$ cat config.mk
export PLATFORM = sky130hd
export DESIGN_NAME = alu_mc
export DESIGN_NICKNAME = d
export VERILOG_FILES = /design/src/rtl/alu_pkg.sv /design/src/rtl/alu_mul_iter.sv /design/src/rtl/alu_mc.sv
export SDC_FILE = /design/constraint.sdc
export NUM_CORES = 2
export LEC_CHECK = 0
export ABC_AREA = 0
export ABC_CLOCK_PERIOD_IN_PS = 18900
export BUFFER_PORTS_ARGS = -buffer_cell sky130_fd_sc_hd__buf_4
export CORE_UTILIZATION = 35
export DETAILED_ROUTE_END_ITERATION = 6
export RECOVER_POWER = 50
export SYNTH_ARGS = -nofsm -noshare
export SYNTH_HDL_FRONTEND = slang
export SYNTH_SLANG_ARGS = --single-unit
$ cat constraint.sdc
create_clock -name clk -period 18.9 [get_ports clk]
set_input_delay 2.835 -clock clk [delete_from_list [all_inputs] [get_ports clk]]
set_output_delay 2.835 -clock clk [all_outputs]
set_load 0.02 [all_outputs]
$ cat src/rtl/alu_pkg.sv
// Shared definitions for the multi-cycle ALU: opcodes, FSM states and
// bit positions of the status flags inside a packed flag vector.
package alu_pkg;

   // Opcodes carried on Sel
   localparam logic [2:0] OP_MUL = 3'd0;
   localparam logic [2:0] OP_SRL = 3'd1;
   localparam logic [2:0] OP_XOR = 3'd2;
   localparam logic [2:0] OP_ADD = 3'd3;
   localparam logic [2:0] OP_SUB = 3'd4;
   localparam logic [2:0] OP_OR  = 3'd5;
   localparam logic [2:0] OP_AND = 3'd6;
   localparam logic [2:0] OP_SHL = 3'd7;

   // Control FSM states
   typedef enum logic [1:0] {
      IDLE = 2'd0,
      MUL  = 2'd1,
      DONE = 2'd2
   } alu_state_t;

   // Flag positions within a packed status vector
   localparam int FLAG_ZERO  = 0;
   localparam int FLAG_CARRY = 1;
   localparam int FLAG_NEG   = 2;
   localparam int FLAG_OVF   = 3;
   localparam int FLAG_W     = 4;

endpackage

$ cat src/rtl/alu_mul_iter.sv
// Iterative shift-add unsigned multiplier. One multiplier bit is consumed
// per step; o_finish flags that the step about to be taken is the last one,
// so the controller can leave its MUL state on that same edge.
module alu_mul_iter
   import alu_pkg::*;
#(
   parameter int WIDTH = 32
) (
   input  logic               clk,
   input  logic               reset,
   input  logic               i_load,
   input  logic               i_step,
   input  logic [WIDTH-1:0]   i_a,
   input  logic [WIDTH-1:0]   i_b,
   output logic               o_finish,
   output logic [2*WIDTH-1:0] o_product
);

   localparam int CW = $clog2(WIDTH) + 1;

   logic [2*WIDTH-1:0] r_mcand;
   logic [WIDTH-1:0]   r_mplier;
   logic [2*WIDTH-1:0] r_acc;
   logic [CW-1:0]      r_count;
   logic [2*WIDTH-1:0] w_partial;

   // Multiplicand weighted by the current iteration index
   assign w_partial = r_mcand << r_count;

   // Load operands, then accumulate one partial product per step
   always_ff @(posedge clk or posedge reset) begin
      if (reset) begin
         r_mcand  <= '0;
         r_mplier <= '0;
         r_acc    <= '0;
         r_count  <= '0;
      end else if (i_load) begin
         r_mcand  <= {{WIDTH{1'b0}}, i_a};
         r_mplier <= i_b;
         r_acc    <= '0;
         r_count  <= '0;
      end else if (i_step) begin
         if (r_mplier[0]) begin
            r_acc <= r_acc + w_partial;
         end
         r_mplier <= r_mplier >> 1;
         r_count  <= r_count + CW'(1);
      end
   end

   assign o_finish  = (r_count == CW'(WIDTH - 1));
   assign o_product = r_acc;

endmodule

$ cat src/rtl/alu_mc.sv
// Multi-cycle ALU for the execute stage. Operands are captured on an
// accepted start; single-cycle ops commit one edge later, MUL iterates
// through alu_mul_iter. Out and flags only change on the commit edge.
module alu_mc
   import alu_pkg::*;
#(
   parameter int WIDTH = 32
) (
   input  logic               clk,
   input  logic               reset,
   input  logic               start,
   input  logic [WIDTH-1:0]   A,
   input  logic [WIDTH-1:0]   B,
   input  logic [2:0]         Sel,
   output logic               busy,
   output logic               done,
   output logic [2*WIDTH-1:0] Out,
   output logic               zero_flag,
   output logic               carry_flag,
   output logic               neg_flag,
   output logic               ovf_flag
);

   localparam int W2 = 2 * WIDTH;
   // Shift amounts at or above the result width flush everything out
   localparam logic [WIDTH-1:0] SH_LIM = WIDTH'(W2);

   alu_state_t        r_state;
   alu_state_t        w_state_next;
   logic [WIDTH-1:0]  r_a;
   logic [WIDTH-1:0]  r_b;
   logic [2:0]        r_sel;
   logic              r_done;
   logic [W2-1:0]     r_out;
   logic [FLAG_W-1:0] r_flags;

   logic              w_accept;
   logic              w_mul_load;
   logic              w_mul_step;
   logic              w_mul_finish;
   logic              w_commit;
   logic [W2-1:0]     w_product;

   logic [W2-1:0]     w_ext_a;
   logic [W2-1:0]     w_ext_b;
   logic [W2-1:0]     w_sum;
   logic [W2-1:0]     w_diff;
   logic [2*W2-1:0]   w_shl_wide;
   logic              w_sh_big;
   logic [W2-1:0]     w_result;
   logic              w_carry;
   logic              w_ovf;
   logic [FLAG_W-1:0] w_flags;

   alu_mul_iter #(
      .WIDTH (WIDTH)
   ) u_mul (
      .clk       (clk),
      .reset     (reset),
      .i_load    (w_mul_load),
      .i_step    (w_mul_step),
      .i_a       (A),
      .i_b       (B),
      .o_finish  (w_mul_finish),
      .o_product (w_product)
   );

   // FSM state register
   always_ff @(posedge clk or posedge reset) begin
      if (reset) begin
         r_state <= IDLE;
      end else begin
         r_state <= w_state_next;
      end
   end

   // Next state and control strobes; a start during the done pulse is dropped
   always_comb begin
      w_state_next = r_state;
      w_accept     = 1'b0;
      w_mul_load   = 1'b0;
      w_mul_step   = 1'b0;
      w_commit     = 1'b0;
      case (r_state)
         IDLE: begin
            if (start && !r_done) begin
               w_accept = 1'b1;
               if (Sel == OP_MUL) begin
                  w_mul_load   = 1'b1;
                  w_state_next = MUL;
               end else begin
                  w_state_next = DONE;
               end
            end
         end
         MUL: begin
            w_mul_step = 1'b1;
            if (w_mul_finish) begin
               w_state_next = DONE;
            end
         end
         DONE: begin
            w_commit     = 1'b1;
            w_state_next = IDLE;
         end
         default: begin
            w_state_next = IDLE;
         end
      endcase
   end

   assign w_ext_a    = {{WIDTH{1'b0}}, r_a};
   assign w_ext_b    = {{WIDTH{1'b0}}, r_b};
   assign w_sum      = w_ext_a + w_ext_b;
   assign w_diff     = w_ext_a - w_ext_b;
   assign w_shl_wide = {{W2{1'b0}}, w_ext_a} << r_b;
   assign w_sh_big   = (r_b >= SH_LIM);

   // Single-cycle datapath and flag generation from the latched operands
   always_comb begin
      w_result = '0;
      w_carry  = 1'b0;
      w_ovf    = 1'b0;
      case (r_sel)
         OP_MUL: w_result = w_product;
         OP_SRL: w_result = w_sh_big ? '0 : (w_ext_a >> r_b);
         OP_XOR: w_result = w_ext_a ^ w_ext_b;
         OP_ADD: begin
            w_result = w_sum;
            w_carry  = w_sum[WIDTH];
            w_ovf    = (r_a[WIDTH-1] == r_b[WIDTH-1]) &&
                       (w_sum[WIDTH-1] != r_a[WIDTH-1]);
         end
         OP_SUB: begin
            w_result = w_diff;
            w_carry  = (r_a < r_b);
            w_ovf    = (r_a[WIDTH-1] != r_b[WIDTH-1]) &&
                       (w_diff[WIDTH-1] != r_a[WIDTH-1]);
         end
         OP_OR:  w_result = w_ext_a | w_ext_b;
         OP_AND: w_result = w_ext_a & w_ext_b;
         OP_SHL: begin
            w_result = w_sh_big ? '0 : w_shl_wide[W2-1:0];
            w_carry  = w_sh_big ? (|r_a) : (|w_shl_wide[2*W2-1:W2]);
         end
         default: w_result = '0;
      endcase
      w_flags             = '0;
      w_flags[FLAG_ZERO]  = (w_result == '0);
      w_flags[FLAG_CARRY] = w_carry;
      w_flags[FLAG_NEG]   = w_result[W2-1];
      w_flags[FLAG_OVF]   = w_ovf;
   end

   // Operand capture, done pulse, and result/flag commit
   always_ff @(posedge clk or posedge reset) begin
      if (reset) begin
         r_a     <= '0;
         r_b     <= '0;
         r_sel   <= '0;
         r_done  <= 1'b0;
         r_out   <= '0;
         r_flags <= '0;
      end else begin
         r_done <= w_commit;
         if (w_accept) begin
            r_a   <= A;
            r_b   <= B;
            r_sel <= Sel;
         end
         if (w_commit) begin
            r_out   <= w_result;
            r_flags <= w_flags;
         end
      end
   end

   assign busy       = (r_state != IDLE);
   assign done       = r_done;
   assign Out        = r_out;
   assign zero_flag  = r_flags[FLAG_ZERO];
   assign carry_flag = r_flags[FLAG_CARRY];
   assign neg_flag   = r_flags[FLAG_NEG];
   assign ovf_flag   = r_flags[FLAG_OVF];

endmodule

; ---- After elaboration in Yosys (flattened, before gate mapping)
; Index checks and enable logic that the tools add are counted.
[op_classes]
n_bitwise = 3
n_shift = 3
mux = 24
eq_ne = 16
n_lt_le_gt_ge = 2
add_sub_neg = 4
n_reduce_logical = 15
[ops]
columns = operator, n
row1 = one-hot mux 64 bit (8 select lines), 1
row2 = two-way mux 64 bit, 5
row3 = left shift 32 x 32 -> 128 bit, 1
row4 = adder 64 bit, 1
row5 = logical NOT 64 bit, 1
row6 = two-way mux 32 bit, 2
row7 = OR reduction 64 bit, 1
row8 = left shift 32 x 6 -> 64 bit, 1
row9 = >> shifter 32 x 32 -> 64 bit, 1
row10 = adder 32 x 32 -> 33 bit, 1
row11 = subtractor 32 x 32 -> 33 bit, 1
row12 = AND 32 bit, 1
row13 = "greater-or-equal comparator 32 x 7 -> 1 bit, second input constant", 1
row14 = less-than comparator 32 bit, 1
row15 = OR 32 bit, 1
row16 = OR reduction 32 bit, 1
row17 = XOR 32 bit, 1
row18 = "equality test 3 bit, second input constant", 4
row19 = two-way mux 6 bit, 2
row20 = two-way mux 1 bit, 8
row21 = "adder 6 x 1 -> 6 bit, second input constant", 1
row22 = "equality test 3 x 2 -> 1 bit, second input constant", 2
row23 = "equality test 6 x 5 -> 1 bit, second input constant", 1
row24 = logical NOT 3 bit, 2
row25 = 16 further kinds, 25
[word_totals]
ff_bits = 272

; ---- Logic depth before layout (Yosys ltp)
[depth]
word_depth = 6
mapped_depth = 26
ltp_nobuf = 22

; ---- By module
; From an unflattened synthesis, not the netlist that was laid out.
[hier_totals]
cells_unflattened = 3604
hier_area_um2 = 28414.8
[modules_own_cells]
columns = mod, cells_each, area_per_inst_um2, instances
row1 = alu_mc, 2253, 17052.6, 1
row2 = alu_mul_iter, 1351, 11362.1, 1

; ---- Worst setup path after synthesis
; No wires, ideal clock.
[synth_path]
path_type = flip-flop to flip-flop
from = register u_mul.r_count[0]
to = register u_mul.r_acc[56], in the netlist u_mul.o_product[56]
t_arrival_ps = 5911
setup_ps = 69
path_buffers = 5
synth_period_minus_slack_ps = 5980
path_slack_ps = 12920
path_stages_with_launch = 24
path_cell_list = dfrtp_1 > clkbuf_1 > buf_2 > buf_2 > buf_1 > clkbuf_1 > mux2i_1 > mux2i_1 > mux2_2 > o21ai_0 > mux2i_1 > and2_1 > ha_1 > and3_1 > nand3_1 > a2111oi_0 > nor3_1 > a31oi_2 > a21oi_1 > o31ai_1 > a21bo_2 > a311oi_1 > or4_1 > nand3_1
[synth_via]
elab_chain_len = 5
[synth_rtl]
columns = element, line_no
row1 = start: declaration, alu_mul_iter.sv:24  ; logic [CW-1:0] r_count;
row2 = start signal: assignment, alu_mul_iter.sv:47  ; r_count <= r_count + CW'(1);
row3 = left shift 32 x 6 -> 64 bit, alu_mul_iter.sv:28  ; assign w_partial = r_mcand << r_count;
row4 = adder 64 bit, alu_mul_iter.sv:44  ; r_acc <= r_acc + w_partial;
row5 = two-way mux 64 bit, alu_mul_iter.sv:43  ; if (r_mplier[0]) begin
row6 = two-way mux 64 bit, alu_mul_iter.sv:42  ; end else if (i_step) begin
row7 = two-way mux 64 bit, alu_mul_iter.sv:37  ; end else if (i_load) begin
row8 = end signal: assignment, alu_mul_iter.sv:44
row9 = end: declaration, alu_mul_iter.sv:23  ; logic [2*WIDTH-1:0] r_acc;
; Every way passes these cells. The select of a mux whose other input is x is not followed.
; A chain may end at the register's enable or synchronous reset.

==> flow_summary_export.csv <==
group,metric,value,unit
worst_setup_path,crit_slowest_cell,"clkinvlp_2",
logic_synthesis,synth_edf_count,0,
floorplan,dieArea,81400,um2
logic_synthesis,synthDistinctLibCells,94,
detailed_routing,drt-initial-drc-count,4000,
worst_setup_path,path_cells,"clkbuf_4 > clkinvlp_2 > clkbuf_1",
global_routing,grt_max_degree,113,
logic_synthesis,yosysWarnings,0,
clock_tree,max-clock-path-buffers,3,
floorplan,start_util,35.4,%
floorplan,design.core.area,79300,um2
logic_synthesis,ys_seq_area_share,24.1,%
sta,setup_tns,0,ns
worst_hold_path,hold_path.class,"reg2reg",
detailed_routing,dr.pass1.iters,6,
status,status,"finished, violations left",
global_routing,grt_use_total,30.4,%
clock_tree,clk_pin_slew_worst_paths,0.06,ns
global_routing,grt_pass1_wl,186000,um
sta,slew_headroom,-198,%
worst_setup_path,crit_type,"in2async",
worst_setup_path,worstPathRequired,18.53,ns
logic_synthesis,synth_seq_cells,271,
logic_synthesis,syn_area_per_cell,7.85,um2
logic_synthesis,synth_fp_nets,3811,
layout,drive_gt1_share,10.3,%
logic_synthesis,async_reset_ff_share,100,%
worst_setup_path,cpPeakStageDelay,2.43,ns
clock_tree,tritoncts,"done",
worst_setup_path,path_buf_inv,3,
clock_tree,h-tree-depth,2,
worst_setup_path,worstPathMaxFanout,97,
clock_tree,root_buffer,"clkbuf_16",
sta,finalSetupViolations,0,
placement,hpwlAfterDp,98100,um
worst_setup_path,start_kind,"input port",
logic_synthesis,ys.flop_type,"dfrtp_1",
layout,n_fill_cell,8270,
sta,finalClockSkew,0.0324,ns
layout,syn_to_final_growth,9.14,%
detailed_routing,vias_per_cell,6.44,
global_routing,grt-ovfl-total,0,
worst_setup_path,cpLargestDelayFamily,"buffers and inverters",
detailed_routing,avgRoutedWirePerCell,27.8,um
sta,rsz0062_at_grt,"false",
global_routing,grt_pass1_vias,26500,
floorplan,ios,140,
sta,finalCritPeriodShare,42.6,%
clock_tree,cts_num_sinks,271,
layout,multi_input_area,19600,um2
status,violations,"capacitance limit, slew limit",
floorplan,die_w,285,um
clock_tree,ctsResizeCount,0,
worst_setup_path,endpoint_kind,"async pin",
worst_setup_path,worstPathArrival,7.69,ns
sta,finalHoldViolations,0,
logic_synthesis,syn_inst,3578,
layout,seq_area,6790,um2
detailed_routing,drc,0,
floorplan,chipHeight,285,um
run,cap_violations,7,
sta,slew_viol_final,387,
clock_tree,hold_buffers,0,
clock_tree,clk_latency,0.56,ns
detailed_routing,wirelength,128000,um
clock_tree,cts_buffers,35,
placement,port-buffer-count,139,
logic_synthesis,netlist_area,28100,um2
detailed_routing,drtAntennaViolNets,0,
layout,finalNetCount,3760,
placement,gp_congestion,1.08,
global_routing,antenna_found_initial,4,
floorplan,rows,103,
sta,tightest_slew,4.44,ns
sta,period_minus_slack,8.06,ns
detailed_routing,vias,29600,
clock_tree,cts_setup_buffers,0,
sta,fmax,124,MHz
kinds of logic (layout without fill, tap and decap cells):
family / after synthesis / in the layout / synth area share [%]
DFF: 271 / 271 / 24.1
xor gates and xnor gates: 74 / 74 / 2.31
AOI/OAI and AO/OA: 1133 / 1133 / 25.9
muxes: 244 / 244 / 13.4
other: 0 / 2 / 0
and+or+nand+nor: 1289 / 1289 / 20.8
adders and majority gates: 163 / 163 / 7.34
buffers and inverters: 404 / 377 / 6.04
per-stage QoR:
step / instance area [um2] / utilization (%) / std cells / setup WS (ns) / hold WS, ns
final: 30700 / 38.7 / 4603 / 10.84 / 0.474
after detailed placement: 29700 / 37.5 / 4540 / 12.87 / 0.471
after global placement: 29700 / 37.5 / 4540 / 12.90 / 0.462
after global routing: 30700 / 38.7 / 4601 / 9.57 / 0.502
after floorplan: 28100 / - / 3578 / 8.60 / 0.449
after CTS: 30900 / 39.0 / 4601 / 12.87 / 0.485
worst register-to-register path, cell delays in order (launching register included):
cell	delay, ns
dfrtp_4	0.63
clkbuf_1	2.84
a21oi_1	0.97
mux4_2	0.80
nand2_1	0.15
o311ai_0	0.39
a21oi_1	0.31
o221ai_1	0.16
a2bb2oi_1	0.55
nand2_1	0.10
nor4_1	0.37
nand4_1	0.19
o21ai_1	0.16
synth_stat cells (all sizes together) (36+ instances only):
cell	number	area, um2
a211oi	36	270
a21o	45	338
a21oi	186	931
a22oi	40	300
a31oi	73	463
buf	88	512
clkbuf	199	747
dfrtp	271	6780
ha	160	2000
inv	115	432
mux2i	114	1150
mux4	97	2250
nand2	587	2200
nand2b	38	238
nand3	93	465
nor2	263	990
nor2b	38	238
nor3	66	330
nor4	36	238
o21ai	379	1900
o22ai	65	407
xnor2	47	412
worst paths after layout:
path	from	end	slack, ns	depth (start not counted)
setup / recovery	reset	r_b[0]$_DFFE_PP0P_	10.84	3
hold / removal	Out[5]$_DFFE_PP0P_	Out[5]$_DFFE_PP0P_	0.47	2
setup reg to reg	r_b[1]$_DFFE_PP0P_	r_flags[0]$_DFFE_PP0P_	11.20	12
hold reg to reg	Out[5]$_DFFE_PP0P_	Out[5]$_DFFE_PP0P_	0.47	2
max in group clk	r_b[1]$_DFFE_PP0P_	r_flags[0]$_DFFE_PP0P_	11.20	12
min in group asynchronous	reset	u_mul.r_mcand[30]$_DFFE_PP0P_	3.61	2
cell usage in the layout (no fill, tap or decap), drive strengths merged, types with 19 or more instances in the layout:
cell type / instances
nor2b: 38
mux2i: 114
xor2: 27
buf: 125
nor3: 66
mux4: 97
a31oi: 73
nand2b: 38
nand2: 587
o22ai: 65
nand3: 93
o211ai: 24
o21bai: 21
nor4: 36
o31ai: 24
a21oi: 186
inv: 117
a21o: 45
mux2: 33
nand4: 26
ha: 160
nor2: 263
and3: 19
o221ai: 19
or2: 23
o21ai: 379
o21a: 30
xnor2: 47
dfrtp: 271
clkbuf: 121
a22oi: 40
and2: 35
a211oi: 36
layer usage:
layer / share of wire [%] / wire length [um] / track usage (%)
met1: 43 / 55700 / 44.2
met2: 41 / 51900 / 43.3
met4: 4.9 / 6240 / 12.4
met5: 0.025 / 32 / 0
met3: 11 / 14200 / 6.43
final cells by class:
class / count / share of cell area [%]
repair buffers: 199 / 3.99
multi-input cells: 2903 / 64.1
clock buffers: 47 / 3.37
flip-flops and latches: 271 / 22.2
clock inverters: 14 / 0.645
inverters: 117 / 1.44
well taps: 1050 / 4.29
diodes: 2 / 0.0163
registers in the layout, summed over array words and instances, names as in the netlist, 3 cells and up:
name and cells:
Out 63, r_a 32, r_b 32, r_flags 4
r_sel 3, u_mul.o_product 64, u_mul.r_count 6, u_mul.r_mcand 32
u_mul.r_mplier 32
Power is not shown: default switching activity piles up to over one toggle a cycle in this logic, so the estimate is an artifact.
